`config.mk`:
```
export PLATFORM = sky130hd
export DESIGN_NAME = sw_debounce_pulse
export DESIGN_NICKNAME = d
export VERILOG_FILES = /design/src/rtl/sw_debounce_pulse.sv
export SDC_FILE = /design/constraint.sdc
export NUM_CORES = 1
export LEC_CHECK = 0
export CORE_ASPECT_RATIO = 2
export CORE_MARGIN = 10
export CORE_UTILIZATION = 25
export CTS_CLUSTER_SIZE = 40
export DETAILED_ROUTE_END_ITERATION = 8
export PLACE_DENSITY = 0.39
export SLEW_MARGIN = 40
export SYNTH_ARGS = -nofsm -noshare
export SYNTH_HDL_FRONTEND = slang
export SYNTH_SLANG_ARGS = --single-unit
```
`constraint.sdc`:
```
create_clock -name clk -period 2.8 [get_ports clk]
set_input_delay 0.84 -clock clk [delete_from_list [all_inputs] [get_ports clk]]
set_output_delay 0.84 -clock clk [all_outputs]
set_load 0.01 [all_outputs]
```
`src/rtl/sw_debounce_pulse.sv`:
```
// Switch/button conditioner: two-flop synchroniser, per-channel debounce FSM,
// registered level plus single-cycle rise/fall pulses.
module sw_debounce_pulse #(
  parameter int unsigned WIDTH           = 10,
  parameter int unsigned DEBOUNCE_CYCLES = 1000000,
  parameter int unsigned CNT_W           = 20
) (
  input  logic             clk,
  input  logic             rst,
  input  logic [WIDTH-1:0] sw_raw,
  output logic [WIDTH-1:0] sw_level,
  output logic [WIDTH-1:0] sw_rise,
  output logic [WIDTH-1:0] sw_fall
);

  typedef enum logic [1:0] {
    StLo,
    StPendHi,
    StHi,
    StPendLo
  } state_e;

  localparam logic [CNT_W-1:0] CntMax    = CNT_W'(DEBOUNCE_CYCLES - 1);
  localparam bit               Immediate = (DEBOUNCE_CYCLES == 1);

  logic [WIDTH-1:0] sync1_q, sync2_q;
  logic [WIDTH-1:0] level_q, level_d;
  logic [WIDTH-1:0] rise_q, rise_d;
  logic [WIDTH-1:0] fall_q, fall_d;

  always_ff @(posedge clk) begin
    if (rst) begin
      sync1_q <= '0;
      sync2_q <= '0;
      level_q <= '0;
      rise_q  <= '0;
      fall_q  <= '0;
    end else begin
      sync1_q <= sw_raw;
      sync2_q <= sync1_q;
      level_q <= level_d;
      rise_q  <= rise_d;
      fall_q  <= fall_d;
    end
  end

  for (genvar i = 0; i < WIDTH; i++) begin : g_ch
    state_e           state_q, state_d;
    logic [CNT_W-1:0] cnt_q, cnt_d;
    logic             lvl_d, rs_d, fl_d;
    logic             s;

    assign s = sync2_q[i];

    always_comb begin
      state_d = state_q;
      cnt_d   = cnt_q;
      lvl_d   = level_q[i];
      rs_d    = 1'b0;
      fl_d    = 1'b0;
      unique case (state_q)
        StLo: begin
          if (s) begin
            if (Immediate) begin
              state_d = StHi;
              lvl_d   = 1'b1;
              rs_d    = 1'b1;
              cnt_d   = '0;
            end else begin
              state_d = StPendHi;
              cnt_d   = CNT_W'(1);
            end
          end
        end
        StPendHi: begin
          if (!s) begin
            state_d = StLo;
            cnt_d   = '0;
          end else if (cnt_q == CntMax) begin
            state_d = StHi;
            lvl_d   = 1'b1;
            rs_d    = 1'b1;
            cnt_d   = '0;
          end else begin
            cnt_d = cnt_q + CNT_W'(1);
          end
        end
        StHi: begin
          if (!s) begin
            if (Immediate) begin
              state_d = StLo;
              lvl_d   = 1'b0;
              fl_d    = 1'b1;
              cnt_d   = '0;
            end else begin
              state_d = StPendLo;
              cnt_d   = CNT_W'(1);
            end
          end
        end
        StPendLo: begin
          if (s) begin
            state_d = StHi;
            cnt_d   = '0;
          end else if (cnt_q == CntMax) begin
            state_d = StLo;
            lvl_d   = 1'b0;
            fl_d    = 1'b1;
            cnt_d   = '0;
          end else begin
            cnt_d = cnt_q + CNT_W'(1);
          end
        end
        default: begin
          state_d = StLo;
          cnt_d   = '0;
        end
      endcase
    end

    always_ff @(posedge clk) begin
      if (rst) begin
        state_q <= StLo;
        cnt_q   <= '0;
      end else begin
        state_q <= state_d;
        cnt_q   <= cnt_d;
      end
    end

    assign level_d[i] = lvl_d;
    assign rise_d[i]  = rs_d;
    assign fall_d[i]  = fl_d;
  end

  assign sw_level = level_q;
  assign sw_rise  = rise_q;
  assign sw_fall  = fall_q;

endmodule
```
-- Word-level counts from Yosys, hierarchy flattened
Index checks and enable logic that the tools add are counted.
Widths: inputs -> output; s select.
- register bits after elaboration: 270
- bits in latches: 0
- memory bits (writable): 0
- bits in read-only memories: 0
- input port bits: 12
- memories kept: 0
- $add $sub $neg: 10
- multiply operators: 0
- divide/modulo/power cells: 0
- magnitude comparators: 0
- eq/ne operators: 120
- shifts and indexed selects: 0
- mux-type cells: 190
- bitwise gates (word level): 30
- reduce and logical (&&, ||, !) cells: 70
- operator list (kind ; number):
    $mux 20 ; 50
    $pmux 20 s4 ; 10
    $add 20x1->20 const B ; 10
    $eq 20x20->1 const B ; 10
    $mux 2 ; 60
    $ne 2x2->1 const B ; 60
    $pmux 2 s4 ; 10
    $ne 3x3->1 const B ; 20
    $reduce_or 3->1 ; 20
    $mux 1 ; 50
    $reduce_and 5->1 ; 10
    $eq 2x2->1 const B ; 20
    $reduce_and 4->1 ; 10
    $not 1->1 ; 30
    $eq 2x1->1 const B ; 10
    $logic_not 2->1 ; 10
    $pmux 1 s2 ; 10
    $reduce_and 2->1 ; 10
    $reduce_bool 2->1 ; 10

-- Longest topological paths before layout
- depth in word-level cells: 4
- gate-level depth with buffers: 9
- gate-level depth less buffers: 6

-- Least setup slack after synthesis
OpenSTA, ideal clock, no wires.
- path kind: input to register
- start: input port rst
- end: register g_ch[2].cnt_q[19]
- arrival: 2194 ps
- required time: 2726 ps
- setup slack: 532 ps
- stages on the path: 9
- buffers on the path: 4
- cell sequence: clkbuf_1 -> inv_1 -> clkbuf_1 -> nand3_1 -> a21oi_1 -> buf_4 -> buf_2 -> nand2_1 -> a31oi_1
- RTL lines (what ; line ; RTL):
    from (decl) ; 9 ; input logic rst,
    to (signal assigned) ; 127 ; cnt_q <= cnt_d;
    to (decl) ; 49 ; logic [CNT_W-1:0] cnt_q, cnt_d;

-- Worst setup path in the final report
- start: register level_q[5] (netlist: sw_level[5])
- end: output port sw_level[5]
- RTL lines (what ; line ; RTL):
    from (decl) ; 27 ; logic [WIDTH-1:0] level_q, level_d;
    from (signal assigned) ; 41 ; level_q <= level_d;
    to (decl) ; 11 ; output logic [WIDTH-1:0] sw_level,
No word-level cell between the ends.

==> flow_summary_export.csv <==
group,metric,value,unit
setup_path,critPathKind,"register to output port",
min_path,hold_class,"register to register",
routing,ant_nets,0,
placement,port_buffers,41,
routing,vias,12100,
layout,utilization,0.298,
synthesis,synth_ff_type,"dfxtp_1",
setup_path,critical_path_arrival,1.55,ns
setup_path,worstReg2RegEnd,"sw_rise[3]",
power,leakage,5.24,nW
synthesis,syn-num-nets,1607,
power,ir_drop,0.443,mV
synthesis,syn_avg_cell_area,8.30,sq um
power,powerDensity,546,nW/um^2
synthesis,yosys_register_bits,270,
min_path,hold_start,"sync1_q[8]",
setup_path,max_stage_delay,0.57,ns
synthesis,ys_seq_area_frac,0.411,
placement,place.gp.congestion,0.813,
clocking,cts_tree,"done",
setup_path,critical_path.top_delay_family,"buffers and inverters",
timing,relSlewSlack,0.513,
outcome,status,"finished, final reports clean",
setup_path,crit_slowest_cell,"clkdlybuf4s50_1",
synthesis,ys_warn_count,0,
synthesis,ys_async_sr_fraction,0,
routing,drc,0,
clocking,cts.sinks,270,
global_route,grt_max_degree,40,
placement,place.detailed.hpwl,27900,um
layout,area_growth,17.8,%
layout,final_common_cell,"dfxtp_1",
layout,fin_nets,1659,
floorplanning,initial_utilization,0.253,
floorplanning,die_y,344,um
setup_path,path_max_fanout,3,
setup_path,end_kind,"output port",
floorplanning,rows,118,
clocking,path_clk_slew,0.06,ns
floorplanning,die-width,182,um
clocking,cts.hold.buffers_added,0,
timing,report.final.setup_viol,0,
synthesis,syn_area,13200,sq um
layout,diodes,0,
timing,slew_violations,0,
setup_path,crit_chain,"clkdlybuf4s50_1",
timing,hold_violations,0,
routing,routedWlPerCell,16.7,um
clocking,cts_setup_buffers,0,
global_route,grt_pass1_vias,12000,
floorplanning,coreArea,52000,sq um
timing,finalSetupTns,0,ns
timing,rsz0062_at_grt,"false",
layout,drive_above_1_share,0.0807,
clocking,cts_htree_levels,1,
clocking,clk_latency,0.58,ns
global_route,grtUsageTotal,0.119,
timing,timing.final.crit_period,2.39,ns
setup_path,cp-start-kind,"register",
global_route,grt-ovfl-total,0,
setup_path,crit_required,1.96,ns
clocking,cts-root-buf,"clkbuf_16",
global_route,grt_pass1_wl,62900,um
floorplanning,io_pins,42,
timing,skew,0.0118,ns
min_path,whs_endpoint,"sync2_q[8]",
synthesis,netlist_instances,1585,
synthesis,ys_types,72,
clocking,post_cts_resized,0,
routing,drt_iter0_drc,640,
setup_path,rr_worst_depth,5,
timing,whs,0.433,ns
floorplanning,dieArea,62800,sq um
job,drv_cap,0,
setup_path,r2r_setup_slack,0.45,ns
global_route,grt_antenna_before_repair,0,
clocking,cts_buffers,31,
timing,finalCritPeriodShare,0.855,
routing,dr.pass1.iters,6,
clocking,clockBufferDepth,3,
min_path,min_path_cells,1,
routing,drt-total-wl,38800,um
timing,worst_pin_slew,0.726,ns
setup_path,path_depth,1,
timing,max_freq,418,MHz
layout,layout_common_cells,"dfxtp_1, nand2_1, a21oi_1, nand3_1, a31oi_1",
synthesis,synth-edff-count,0,
setup_path,cp.buffers_inverters,1,
routing,vias_per_cell,5.24,
setup_path,r2r-start,"g_ch[3].cnt_q[0]",
[through the flow]
stage          instances  setup slack [ns]  power [mW]  cell area [sq um]
4_1_cts             2320             0.362        8.66              15500
3_3_place_gp        2264             0.246        4.38              14500
6_report            2320             0.406        8.47              15500
2_1_floorplan       1585             0.532        4.20              13200
5_1_grt             2320             0.273        8.81              15500
3_5_place_dp        2264             0.300        4.38              14500
[how the worst max path moves through the flow]
stage,from,endpoint,slack [ns]
after floorplan,rst,g_ch[2].cnt_q[19],0.53
after global placement,rst,g_ch[5].cnt_q[10],0.25
after detailed placement,rst,g_ch[2].cnt_q[9],0.30
after CTS,sw_level[5],sw_level[5],0.36
after global routing,g_ch[3].cnt_q[0],sw_rise[3],0.27
final,sw_level[5],sw_level[5],0.41
[registers in the layout, summed over array words and instances, names as in the netlist, named ones only]
register / cells
g_ch.state_q: 10
sw_level: 10
sw_fall: 10
sw_rise: 10
sync1_q: 10
sync2_q: 10
g_ch.cnt_q: 200
[per-layer routing]
layer / wire, um / track usage / vias to the layer above
met5: 0 / 0 / -
met4: 1230 / 0.0464 / 0
met3: 1200 / 0.0166 / 67
met2: 21200 / 0.238 / 173
met1: 15200 / 0.120 / 5825
li1: - / - / 6082
[Yosys cell counts (all sizes together), types with 4 or more instances]
cell / instances / area, sq um
or2: 6 / 37.5
a22oi: 10 / 75.1
o311ai: 7 / 61.3
or3: 14 / 87.6
and2: 10 / 62.6
mux2i: 22 / 220
nand3: 112 / 561
o211a: 4 / 40.0
a31oi: 92 / 576
buf: 31 / 171
nor4b: 21 / 184
xnor2: 15 / 131
a22o: 19 / 166
o21ai: 82 / 410
nor2: 89 / 334
and4: 24 / 210
or4: 6 / 48.8
nor4: 39 / 284
a211oi: 10 / 100
nand3b: 8 / 60.1
dfxtp: 270 / 5410
a21oi: 125 / 633
xor2: 25 / 219
nor3: 44 / 220
o31ai: 7 / 52.6
and3: 41 / 257
nor4bb: 4 / 40.0
ha: 10 / 125
nand2: 142 / 533
nor2b: 29 / 181
or4b: 6 / 63.8
inv: 46 / 173
nand2b: 29 / 181
o211ai: 12 / 90.1
a21o: 18 / 136
clkbuf: 38 / 144
nand4: 60 / 375
nand4b: 7 / 61.3
a41oi: 13 / 114
[report_power, final]
group | internal, mW | switching, mW | total (mW) | leakage (nW)
registers | 3.89 | 0.0550 | 3.94 | 2.18
clock network | 2.44 | 1.75 | 4.18 | 0.510
logic | 0.136 | 0.206 | 0.342 | 2.55
[layout make-up]
cell class,count,area [sq um]
fillers,5492,36500
multi-input cells,1200,7290
flip-flops and latches,270,5410
clock buffers,40,860
well taps,660,826
repair buffers,88,773
inverters,46,173
clock inverters,16,171
[logic make-up after synthesis]
group	Yosys count	share of synthesized area
XOR/XNOR	40	0.0266
adder cells (fa/ha/maj)	10	0.00951
multiplexers	22	0.0167
AND/OR/NAND/NOR	705	0.297
buffers and inverters	115	0.0371
AO/OA/AOI/OAI	423	0.202
flip-flops	270	0.411
No activity file was read; power rests on OpenSTA's default activity.
